<file path="config.mk">
export PLATFORM = sky130hd
export DESIGN_NAME = decoder_bank
export DESIGN_NICKNAME = d
export VERILOG_FILES = /design/src/rtl/decoder_bank.sv
export SDC_FILE = /design/constraint.sdc
export NUM_CORES = 1
export LEC_CHECK = 0
export ABC_AREA = 1
export CORE_AREA = 2 2 39 41
export DETAILED_ROUTE_END_ITERATION = 10
export DIE_AREA = 0 0 41 43
export PLACE_DENSITY = 0.7
export SYNTH_ARGS = -nofsm -noshare
export SYNTH_HDL_FRONTEND = slang
export SYNTH_SLANG_ARGS = --single-unit
</file>
<file path="constraint.sdc">
create_clock -name clk -period 1.1 [get_ports clk]
set_input_delay 0.22 -clock clk [delete_from_list [all_inputs] [get_ports clk]]
set_output_delay 0.22 -clock clk [all_outputs]
set_load 0.05 [all_outputs]
</file>
<file path="src/rtl/decoder_bank.sv">
// Registered decoder bank: 2-to-4 active-high, 2-to-4 active-low, optional 3-to-8.
// Define DECODER_BANK_3TO8_EN to build the 3-to-8 decoder; otherwise out8 is tied to zero.
module decoder_bank (
  input  logic       clk,
  input  logic       rst,
  input  logic [1:0] in2,
  input  logic       enable,
  input  logic       enable_n,
  input  logic [2:0] in3,
  output logic [3:0] out,
  output logic [3:0] out_n,
  output logic [7:0] out8
);

  logic [3:0] dec2;

  // One-hot select line per in2 value, shared by both 2-to-4 decoders.
  always_comb begin
    dec2 = 4'b0000;
    for (int k = 0; k < 4; k++)
      dec2[k] = (in2 == 2'(k));
  end

  always_ff @(posedge clk) begin
    if (rst) begin
      out   <= 4'b0000;
      out_n <= 4'b1111;
    end else begin
      out   <= enable    ? dec2  : 4'b0000;
      out_n <= !enable_n ? ~dec2 : 4'b1111;
    end
  end

`ifdef DECODER_BANK_3TO8_EN
  logic [7:0] dec3;

  always_comb begin
    dec3 = 8'h00;
    for (int k = 0; k < 8; k++)
      dec3[k] = (in3 == 3'(k));
  end

  always_ff @(posedge clk) begin
    if (rst) out8 <= 8'h00;
    else     out8 <= enable ? dec3 : 8'h00;
  end
`else
  logic unused_in3;
  assign unused_in3 = ^in3;
  assign out8       = 8'h00;
`endif

endmodule

</file>
==> impl_metrics.ini, run 1 <==
[critical_path]
start_kind = flop
worst-endpoint-required_ps = 880
max_stage_delay_ps = 350
crit_path_max_fanout = 1
timing.critical_path.buf_inv = 1
end_kind = primary output
critPathKind = flop to primary output
critical_path_arrival_ps = 740
timing.critical_path.cells = buf_12
path_delay_family = flip-flops
setup.worst_path.start = out[0]$_SDFF_PP0_
endpoint = out[0]
crit_slowest_cell = dfxtp_1
crit_cells = 1

[cells_and_area]
most_common_library_cell_in_the_layout_ignoring_fill_and_taps = nand2_1
final_layout_size_suffix_gt1_share_pct = 20.75
syn_to_final_growth_pct = 72.31
layout.cells.most_common_list = 9 x nand2_1, 8 x nor2_1, 8 x conb_1, 8 x dfxtp_1, 8 x buf_12
design.final.nets = 64
antenna_cells = 0

[cts]
clkSinkCount = 8
clk_pin_slew_worst_paths_ps = 50
post_cts_repair_setup_buffers = 0
post_cts_hold_buffer_count = 0
maximum_level_of_the_cts_h_tree = 1
clock_tree_from_tritoncts = built
clock_root_cell = clkbuf_4
cts_inserted_buffers = 3
cts-resized-gates = 0
clock_tree.buffer_depth = 2

[logic_synthesis]
synth-warning-count = 0
synth_top_cell_area_share_pct = 52.89
synth_top_cells_by_area = dfxtp_1 53%, buf_4 20%, nand2_1 11%
synth_area_sq_um = 302.8
synth-seq-cells = 8
ys_types = 6
synthCells = 38
synthDominantAreaCellType = dfxtp_1
postSynthAreaPerCell_sq_um = 7.968
synth-seq-area-share_pct = 52.89

[timing]
timing.final.crit_share_pct = 87.17
maxSlewViolCount = 0
finalHoldViolations = 0
unrepaired_setup_endpoints_after_global_routing = false
timing.final.setup_violations = 0
period_minus_slack_ps = 958.9
fmaxAchievable_mhz = 1043
fin_tns_setup_ps = 0

[global_routing]
layer_with_the_highest_usage = met4
grt_antenna_before_repair = 0
grt.total_usage_pct = 6.445
gr-total-overflow = 0
globalRouteMet2Util_pct = 7.187
groute.layer.met3.usage_pct = 1.571
grt.met1_usage_pct = 5.519
grt_first_pass_wirelength_um = 634
grt_max_degree = 6
via_count_of_the_first_global_routing_pass = 188

[floorplanning]
rows = 14
die_area_sq_um = 1763
dieHeight_um = 43
io_pins = 25
effective_utilization_at_floorplan_pct = 21.88
die_x_um = 41
design.core.area_sq_um = 1384

[drt]
routed_wl_um = 439
1st_pass_router_iterations = 4
drc_errors = 0
drt_wl_cell_um = 6.362
dr.first_iter.drc_count = 2
via_count = 231
final_antenna_net_count = 0
vias_per_cell = 3.348

[flow_run]
timing.max_cap.violations = 0

[min_path]
hold_class = primary input to flop

[power_and_ir_drop]
power_mw = 0.6753
power_density_nw_per_um2 = 1294
ir_worst_vdd_v = 0.0004791
p_leak_nw = 0.2506

[place]
io_buffers = 13
place_congestion = 0.7013

[run_status]
outcome = finished clean
==> cell usage after synthesis <==
library cell  number
dfxtp_1            8
buf_4              8
conb_1             1
nor2_1             8
nand2_1            9
inv_1              4
==> kinds of logic after synthesis <==
group / Yosys count / synth area share, %
AND/OR/NAND/NOR: 17 / 21.07
buffers and inverters: 12 / 24.79
flip-flops: 8 / 52.89
other: 1 / 1.238
==> layer usage <==
layer	up-vias	part of all wire [%]
met1	90	39
met5	-	0
met2	15	46
met3	2	9.1
li1	124	-
met4	0	5.5
==> per-stage QoR <==
step	worst slack (ps)	instance area, sq um	instances	hold WS, ps	util (%)
2_1_floorplan	292.7	329.1	45	306.0	-
3_3_place_gp	1.338	499.2	66	668.4	36.08
3_5_place_dp	-22.66	499.2	66	668.5	36.08
4_1_cts	124.3	521.8	69	575.5	37.70
5_1_grt	87.74	521.8	69	609.4	37.70
6_report	141.1	521.8	69	588.4	37.70
==> worst min path at each step <==
| stage | start | endpoint | slack, ps | cells past startpoint |
|---|---|---|---|---|
| finish | enable | out[3]$_SDFF_PP0_ | 590 | 3 |
| global route | enable_n | out_n[3]$_SDFF_PP1_ | 610 | 3 |
| CTS | enable_n | out_n[0]$_SDFF_PP1_ | 580 | 3 |
| detailed placement | out[3]$_SDFF_PP0_ | out[3] | 670 | 1 |
| global placement | out[3]$_SDFF_PP0_ | out[3] | 670 | 1 |
| floorplan | in2[0] | out_n[0]$_SDFF_PP1_ | 310 | 2 |
==> area by class of cell <==
type,instances,area [sq um]
repair buffers,13,210.2
inverters,4,15.01
clock buffers,3,22.52
multi-input cells,25,93.84
flip-flops and latches,8,160.2
fillers,146,862.1
well taps,16,20.02
==> where the power goes <==
part | internal, mW | switching, mW
logic | 0.0501 | 0.108
registers | 0.298 | 0.00589
clock network | 0.124 | 0.0889
==> state kept, by name, indices dropped and copies added (netlist names) <==
register	cells
out_n	4
out	4
Power figures use the tool's default switching activity.
==> run 2: changes to the inputs <==
- PLACE_DENSITY: 0.7 -> 0.67
==> impl_metrics.ini, run 2 (synthesis gave the netlist of run 1 again) <==
[floorplanning]
rows = 14
die_x_um = 41
die_area_sq_um = 1763
io_pins = 25
design.core.area_sq_um = 1384
effective_utilization_at_floorplan_pct = 21.88
dieHeight_um = 43

[power_and_ir_drop]
p_sw_mw = 0.2044
p_clk_share_pct = 31.9
ir_worst_vdd_v = 0.0004979
p_leak_nw = 0.2506
power_report.internal_total_mw = 0.4727
netSwitchingFraction_pct = 30.18
seqPwrFrac_pct = 45.0
power.combinational.fraction_pct = 23.2
power_density_nw_per_um2 = 1298

[cts]
post_cts_repair_setup_buffers = 0
clock_tree.buffer_depth = 2
clkSinkCount = 8
post_cts_hold_buffer_count = 0
cts_inserted_buffers = 3
cts-resized-gates = 0
clock_tree_from_tritoncts = built
clock_root_cell = clkbuf_4
maximum_level_of_the_cts_h_tree = 1
clk_pin_slew_worst_paths_ps = 50

[cells_and_area]
design.final.nets = 64
antenna_cells = 0
syn_to_final_growth_pct = 72.31
top_regs = out x4, out_n x4
layout.cells.most_common_list = 9 x nand2_1, 8 x nor2_1, 8 x conb_1, 8 x dfxtp_1, 8 x buf_12
design_area_sq_um = 521.8
final_layout_size_suffix_gt1_share_pct = 20.75
layout_utilization_pct = 37.70
most_common_library_cell_in_the_layout_ignoring_fill_and_taps = nand2_1

[global_routing]
grt_antenna_before_repair = 0
grt_max_degree = 6
grt_first_pass_wirelength_um = 655
via_count_of_the_first_global_routing_pass = 180
grt.total_usage_pct = 6.660
gr-total-overflow = 0

[timing]
timing.final.setup_violations = 0
unrepaired_setup_endpoints_after_global_routing = false
finalHoldViolations = 0
fmaxAchievable_mhz = 1034
timing.final.crit_share_pct = 87.94
period_minus_slack_ps = 967.4
maxSlewViolCount = 0

[critical_path]
critical_path_arrival_ps = 750
timing.critical_path.cells = buf_12
crit_cells = 1
max_stage_delay_ps = 350
crit_slowest_cell = dfxtp_1
critPathKind = flop to primary output
start_kind = flop
crit_path_max_fanout = 1
end_kind = primary output
path_delay_family = flip-flops
timing.critical_path.buf_inv = 1
worst-endpoint-required_ps = 880

[place]
place_congestion = 0.6663
io_buffers = 13
postPlaceCellArea_sq_um = 499.2
place.detailed.hpwl_um = 353.6

[min_path]
hold-path-cell-count = 3
hold_class = primary input to flop

[drt]
wl_met2_um = 154
via_count = 234
vias_per_cell = 3.391
maxUsedRoutingLayer = met4
met3RoutedLength_um = 65
routed_wl_um = 417
dr.first_iter.drc_count = 2
1st_pass_router_iterations = 3
drt_wl_cell_um = 6.043
drc_errors = 0
final_antenna_net_count = 0
met1_length_um = 163

[flow_run]
timing.max_cap.violations = 0

[run_status]
outcome = finished clean
-- run 2: cell counts in the layout (fill, tap and decap cells not counted) --
Identical to the previous run, type by type.
-- run 2: power groups by stage --
stage / clock network, mW / registers, mW / logic, mW
finish: 0.216 / 0.304 / 0.157
global route: 0.241 / 0.304 / 0.166
CTS: 0.222 / 0.304 / 0.158
detailed placement: 0 / 0.310 / 0.158
global placement: 0 / 0.310 / 0.157
floorplan: 0 / 0.334 / 0.0976
-- run 2: area by class of cell --
type,instances,area [sq um]
Fill cell,145,862.1
Timing Repair Buffer,13,210.2
Sequential cell,8,160.2
Multi-Input combinational cell,25,93.84
Clock buffer,3,22.52
Tap cell,16,20.02
Inverter,4,15.01
-- run 2: stage by stage --
| step | TNS [ps] | hold slack [ps] | total power, mW | setup WS, ps | std cells |
|---|---|---|---|---|---|
| after floorplan | 0 | 306.0 | 0.4313 | 292.7 | 45 |
| after CTS | 0 | 567.9 | 0.6840 | 121.3 | 69 |
| after global routing | 0 | 602.9 | 0.7113 | 103.3 | 69 |
| after detailed placement | -29.24 | 668.5 | 0.4679 | -15.30 | 66 |
| final | 0 | 569.0 | 0.6771 | 132.6 | 69 |
| after global placement | -17.54 | 668.3 | 0.4674 | -10.95 | 66 |
-- run 2: metal layers --
metal	global-route usage, %	vias up
li1	-	124
met1	6.209	88
met2	6.875	18
met3	5.236	4
met4	10.00	0
met5	0	-
-- run 2: final timing paths --
kind	end	slack [ps]	start
max	out_n[2]	130	out_n[2]$_SDFF_PP1_
min	out_n[3]$_SDFF_PP1_	570	enable_n
